$ cat src/rtl/dcache1_wb_queue.sv
// Victim/writeback address queue between the dcache1 tag ways and the L2 request port.
// Optional same-cycle bypass of an empty queue is enabled by defining DCACHE1_WBQ_BYPASS_EN.
module dcache1_wb_queue #(
    parameter int DEPTH      = 8,
    parameter int ADDR_WIDTH = 37,
    parameter int PTR_WIDTH  = 3
) (
    input  logic                  clk,
    input  logic                  rst,
    input  logic                  wb_en,
    input  logic [ADDR_WIDTH-1:0] wb_addr,
    input  logic                  wb_valid,
    output logic                  wbq_full,
    output logic [PTR_WIDTH:0]    wbq_count,
    input  logic [ADDR_WIDTH-1:0] chk_addr,
    output logic                  chk_hit,
    output logic                  l2_req_valid,
    output logic [ADDR_WIDTH-1:0] l2_req_addr,
    input  logic                  l2_req_ready,
    output logic                  wbq_ovf
);

    logic [DEPTH-1:0]      vld_r;
    logic [ADDR_WIDTH-1:0] addr_r [DEPTH];
    logic [PTR_WIDTH-1:0]  wr_ptr_r;
    logic [PTR_WIDTH-1:0]  rd_ptr_r;
    logic [PTR_WIDTH:0]    count_r;
    logic                  full_r;
    logic                  ovf_r;

    logic [DEPTH-1:0]      wb_match_s;
    logic [DEPTH-1:0]      chk_match_s;
    logic [DEPTH-1:0]      pop_mask_s;
    logic                  push_s;
    logic                  pop_s;
    logic                  coalesce_s;
    logic                  bypass_show_s;
    logic                  bypass_take_s;
    logic                  alloc_s;
    logic                  drop_s;
    logic [PTR_WIDTH:0]    count_next_s;

    // Address comparators against every valid entry for coalescing and hazard lookup.
    always_comb begin
        wb_match_s  = '0;
        chk_match_s = '0;
        for (int i = 0; i < DEPTH; i++) begin
            wb_match_s[i]  = vld_r[i] && (addr_r[i] == wb_addr);
            chk_match_s[i] = vld_r[i] && (addr_r[i] == chk_addr);
        end
    end

    // Push/pop qualification, coalescing and allocation decisions.
    always_comb begin
        push_s = wb_en & wb_valid;
        pop_s  = vld_r[rd_ptr_r] & l2_req_ready;
        if (pop_s) begin
            pop_mask_s = {{(DEPTH-1){1'b0}}, 1'b1} << rd_ptr_r;
        end else begin
            pop_mask_s = '0;
        end
        // A duplicate of the head leaving this edge must be re-issued, so it does not coalesce.
        coalesce_s = |(wb_match_s & ~pop_mask_s);
`ifdef DCACHE1_WBQ_BYPASS_EN
        bypass_show_s = push_s & (count_r == '0);
`else
        bypass_show_s = 1'b0;
`endif
        bypass_take_s = bypass_show_s & l2_req_ready;
        alloc_s       = push_s & ~coalesce_s & ~full_r & ~bypass_take_s;
        drop_s        = push_s & ~coalesce_s & full_r;
        count_next_s  = count_r + (PTR_WIDTH+1)'(alloc_s) - (PTR_WIDTH+1)'(pop_s);
    end

    // Request port: head of storage, or the incoming victim when bypassing an empty queue.
    always_comb begin
        l2_req_valid = vld_r[rd_ptr_r];
        l2_req_addr  = '0;
        if (bypass_show_s) begin
            l2_req_valid = 1'b1;
            l2_req_addr  = wb_addr;
        end else if (vld_r[rd_ptr_r]) begin
            l2_req_addr = addr_r[rd_ptr_r];
        end else begin
            l2_req_addr = '0;
        end
    end

    // Entry storage, pointers and status; the queue updates on the falling clock edge.
    always_ff @(negedge clk or negedge rst) begin
        if (!rst) begin
            vld_r    <= '0;
            wr_ptr_r <= '0;
            rd_ptr_r <= '0;
            count_r  <= '0;
            full_r   <= 1'b0;
            ovf_r    <= 1'b0;
            for (int i = 0; i < DEPTH; i++) begin
                addr_r[i] <= '0;
            end
        end else begin
            if (pop_s) begin
                vld_r[rd_ptr_r] <= 1'b0;
                rd_ptr_r        <= rd_ptr_r + PTR_WIDTH'(1);
            end else begin
                rd_ptr_r <= rd_ptr_r;
            end
            if (alloc_s) begin
                vld_r[wr_ptr_r]  <= 1'b1;
                addr_r[wr_ptr_r] <= wb_addr;
                wr_ptr_r         <= wr_ptr_r + PTR_WIDTH'(1);
            end else begin
                wr_ptr_r <= wr_ptr_r;
            end
            count_r <= count_next_s;
            full_r  <= (count_next_s == (PTR_WIDTH+1)'(DEPTH));
            ovf_r   <= ovf_r | drop_s;
        end
    end

    assign wbq_full  = full_r;
    assign wbq_count = count_r;
    assign wbq_ovf   = ovf_r;
    assign chk_hit   = |chk_match_s;

endmodule

$ cat config.mk
export PLATFORM = sky130hd
export DESIGN_NAME = dcache1_wb_queue
export DESIGN_NICKNAME = d
export VERILOG_FILES = /design/src/rtl/dcache1_wb_queue.sv
export SDC_FILE = /design/constraint.sdc
export NUM_CORES = 1
export LEC_CHECK = 0
export BUFFER_PORTS_ARGS = -buffer_cell sky130_fd_sc_hd__clkbuf_2
export CORE_ASPECT_RATIO = 1.4
export CORE_MARGIN = 2
export CORE_UTILIZATION = 54
export DETAILED_ROUTE_END_ITERATION = 7
export GPL_ROUTABILITY_DRIVEN = 1
export GPL_TIMING_DRIVEN = 0
export PLACE_DENSITY_LB_ADDON = 0.12
export SETUP_SLACK_MARGIN = 0.1
export SYNTH_ARGS = -nofsm -noshare
export SYNTH_HDL_FRONTEND = slang
export SYNTH_SLANG_ARGS = --single-unit
$ cat constraint.sdc
create_clock -name clk -period 4.42 [get_ports clk]
set_input_delay 0.221 -clock clk [delete_from_list [all_inputs] [get_ports clk]]
set_output_delay 0.221 -clock clk [all_outputs]
set_load 0.01 [all_outputs]
==> impl_metrics.yaml, run 1 <==
synthesis:
  syn-cell-area_mm2: 0.0215
  syn_inst: 1900
  async_flop_share: 1.00
  ys_seq_area_frac: 0.367
  synth_top_flop_cell: "dfrtn_1"
  synth_edf_count: 0
  ys_types: 49
  yosys_register_bits: 316
  synth_area_leaders: "dfrtn_1, xnor2_1, xor2_1, mux2_2, mux4_2"
  yosysWarnings: 0
  avgSynthCellArea_um2: 11.3
  synth_top_area_cell: "dfrtn_1"
  synth_top_area_frac: 0.367
  synth_nets: 1991
cts:
  clock_path_buffers: 3
  cts_root_buf: "clkbuf_16"
  cts_buffers: 36
  cts_htree_levels: 2
  hold_buffers: 0
  clock_sinks: 316
placement:
  gp_congestion: 1.17
  dp_cells: 2479
  port-buffer-count: 49
  dp_hpwl_um: 83500
floorplanning:
  die_w_um: 173
  die_height_um: 240
  initial_core_util: 0.547
  fp-row-count: 86
  ioPinCount: 124
grt:
  grtUsageTotal: 0.596
  grt_max_degree: 111
  grt_overflow_total: 3
status:
  status: "aborted with a tool error"
  error: "[ERROR GRT-0232] Routing congestion too high. Check the congestion heatmap in the GUI."
  haltStage: "global routing"
## cell usage after synthesis (all sizes together) (36+ instances only)
cell / number
nor4: 87
xor2: 270
mux2: 290
dfrtn: 316
clkbuf: 50
mux4: 74
inv: 36
xnor2: 303
nand2: 91
nand4: 104
buf: 127
a21oi: 44
## routing by layer
layer	overflow	GRT usage
met4	0	0.616
met3	0	0.303
met2	2	0.839
met1	1	0.622
met5	0	0.0560
## metrics by stage
step	TNS, ps	setup WS (ps)	area (um2)	hold slack [ps]
floorplan	-41130	-701	22800	442
global placement	-2571420	-5860	23700	422
detailed placement	-727050	-2780	23800	439
CTS	-159070	-822	26500	448
## logic make-up after synthesis
| logic type | after synthesis | synth area share |
|---|---|---|
| xor gates and xnor gates | 573 | 0.233 |
| muxes | 375 | 0.234 |
| and+or+nand+nor | 321 | 0.0824 |
| DFF | 316 | 0.367 |
| buffers and inverters | 214 | 0.0482 |
| AOI/OAI and AO/OA | 89 | 0.0274 |
| adders and majority gates | 12 | 0.00732 |
## timing repair
action / CTS
pin swaps: 36
cloned: 0
resized for setup: 244
setup endpoints to repair: 352
setup buffers: 36
==> inputs of run 2 (changes only) <==
==> config.mk (replaced) <==
export PLATFORM = sky130hd
export DESIGN_NAME = dcache1_wb_queue
export DESIGN_NICKNAME = d
export VERILOG_FILES = /design/src/rtl/dcache1_wb_queue.sv
export SDC_FILE = /design/constraint.sdc
export NUM_CORES = 1
export LEC_CHECK = 0
export BUFFER_PORTS_ARGS = -buffer_cell sky130_fd_sc_hd__clkbuf_2
export CORE_MARGIN = 2
export CORE_UTILIZATION = 39
export DETAILED_ROUTE_END_ITERATION = 7
export GPL_ROUTABILITY_DRIVEN = 1
export GPL_TIMING_DRIVEN = 0
export PLACE_DENSITY_LB_ADDON = 0.15
export SYNTH_ARGS = -nofsm -noshare
export SYNTH_HDL_FRONTEND = slang
export SYNTH_SLANG_ARGS = --single-unit
==> run 2 against run 1 <==
Compared with the run above: the flow now finishes, with violations (negative setup slack); synthesized area is the same; synthesized cell count did not move.
==> impl_metrics.yaml, run 2 <==
critical_path:
  crit_arrival_ps: 3820
  endpoint_kind: "flop"
  r2r-end: "wbq_full"
  cp.required_ps: 2620
  reg2regPathDepth: 21
  critPathKind: "input port to flop"
  r2r-start: "rd_ptr_r[0]"
  rrSetupSlack_ps: 120
  cp-endpoint: "addr_r[213]"
  crit_start: "wb_addr[3]"
  path_max_fanout: 7
  start_kind: "input port"
sta:
  finalSetupViolCount: 352
  maxSlewHeadroom: 0.0649
  rsz0062_at_grt: "true"
  tightest_slew_ps: 1400
  fin_ws_ps: -1200
  maxSlewViolCount: 0
  clock_skew_ps: 22.1
  final_hold_viol_count: 0
floorplanning:
  die_w_um: 239
  die_height_um: 239
  initial_core_util: 0.392
  fp-row-count: 86
  ioPinCount: 124
  core-area_mm2: 0.0549
  die_area_mm2: 0.0571
placement:
  placed_area_mm2: 0.0240
  gp_congestion: 1.12
  dp_slack_ps: -2770
  port-buffer-count: 49
  dp_hpwl_um: 97500
cts:
  clock_latency_ps: 580
  cts_htree_levels: 2
  clock_path_buffers: 3
  clk_pin_slew_ps: 40
  cts_buffers: 40
  clock_sinks: 316
  cts_tree: "yes"
  cts_root_buf: "clkbuf_16"
pwr:
  finalPower_mw: 25.3
  p_leak_nw: 13.1
  max-vdd-ir-drop_uv: 448
  power_density_mw_per_mm2: 865
synthesis:
  yosysMostFrequentCell: "dfrtn_1"
  synth_area_leaders: "dfrtn_1, xnor2_1, xor2_1, mux2_2, mux4_2"
  yosys_register_bits: 316
  syn_inst: 1900
  avgSynthCellArea_um2: 11.3
  synth_edf_count: 0
  yosysWarnings: 0
  synth_top_area_cell: "dfrtn_1"
  ys_seq_area_frac: 0.367
  ys_types: 49
  async_flop_share: 1.00
  synth_top_flop_cell: "dfrtn_1"
  syn-cell-area_mm2: 0.0215
  synth_nets: 1991
  synth_top_cells_by_count: "dfrtn_1, xnor2_1, xor2_1, mux2_2, mux2_1"
  synth_top_area_frac: 0.367
final_layout:
  largest_reg_flops: 296
  seq_area_mm2: 0.00791
  most-common-layout-cells: "dfrtn_1, xor2_1, mux2_4"
  design_area_mm2: 0.0292
  finalNetCount: 2220
  syn2layout_area_growth_pct: 35.6
  nFillCells: 4771
  final_common_cell: "dfrtn_1"
  multiInputGateArea_mm2: 0.0147
  drive_above_1_share: 0.418
  regMostFlops: "addr_r"
route:
  vias: 18700
  wl_per_cell_um: 46.0
  drt-total-wl_um: 132000
  vias_per_cell: 6.53
  drt-initial-drc-count: 2372
  ant_nets: 0
  drc: 0
  drt_pass1_iterations: 6
min_path:
  hp-start: "wbq_ovf"
  hp-class: "flop to flop"
grt:
  antenna_found_initial: 9
  grt_pass1_wl_um: 169000
  first_global_vias: 17700
  grtUsageTotal: 0.453
  grt_max_degree: 103
  grt_overflow_total: 0
status:
  status: "finished, violations left"
  violations: "negative setup slack"
run:
  cap_viol_max_count: 0
## run 2: area by class of cell
type | count | share of cell area
Buffer | 171 | 0.0640
Tap cell | 704 | 0.0302
Inverter | 37 | 0.00493
Multi-Input combinational cell | 1370 | 0.502
Antenna cell | 4 | 0.000343
Clock inverter | 16 | 0.00759
Timing Repair Buffer | 193 | 0.0794
Clock buffer | 56 | 0.0402
Sequential cell | 316 | 0.271
## run 2: through the flow
step	std cells	util	hold slack [ps]	setup TNS [ps]
2_1_floorplan	1900	-	442	-40150
3_3_place_gp	2653	0.435	421	-2843020
3_5_place_dp	2656	0.437	425	-737920
4_1_cts	2824	0.510	425	-253980
5_1_grt	2865	0.532	435	-339800
6_report	2867	0.532	419	-335150
## run 2: kinds of logic (layout without fill, tap and decap cells)
group                      after synthesis  after routing  synth area share
other                                    0              4                 0
adders and majority gates               12             12           0.00732
xor gates and xnor gates               573            573             0.233
AOI/OAI and AO/OA                       89             89            0.0274
buffers and inverters                  214            473            0.0482
and+or+nand+nor                        321            321            0.0824
DFF                                    316            316             0.367
muxes                                  375            375             0.234
## run 2: metal layers
metal,GRT usage,up-vias,share of wire
met5,0,-,0.00017
met1,0.608,9827,0.39
li1,-,7153,-
met4,0.278,4,0.086
met2,0.645,1349,0.41
met3,0.127,386,0.11
## run 2: repair_timing
item	in CTS	in global routing
setup buffers	77	56
cloned	19	9
pin swaps	28	23
endpoints found under the setup margin	352	352
hold endpoints to repair	0	0
hold buffers	0	0
gates resized for setup	333	273
## run 2: worst max-delay path, cell delays in order
cell and delay (ps):
buf_8 140, xnor2_1 360, nand4_1 340, nor4_4 540, nand4_1 190, buf_6 210
o211ai_1 270, a211oi_4 160, buf_6 150, buf_4 140, buf_8 120, nand4_1 180
buf_12 200, buf_12 130, buf_12 130, mux2_4 300
## run 2: worst min-delay path by stage
stage,end,slack [ps],cells after the start
detailed placement,wbq_ovf,420,1
finish,wbq_ovf,420,1
global placement,wbq_ovf,420,1
global route,wbq_ovf,440,1
CTS,wbq_ovf,430,1
floorplan,wr_ptr_r[2],440,1
## run 2: where the power goes
part	leakage, nW	total (mW)	switching, mW	internal [mW]
Combinational	8.48	14.3	7.60	6.72
Clock	0.685	3.60	1.46	2.15
Sequential	3.90	7.33	2.94	4.39
Total	13.1	25.3	12.0	13.3
Note: power is estimated with default switching activity, not from simulation.
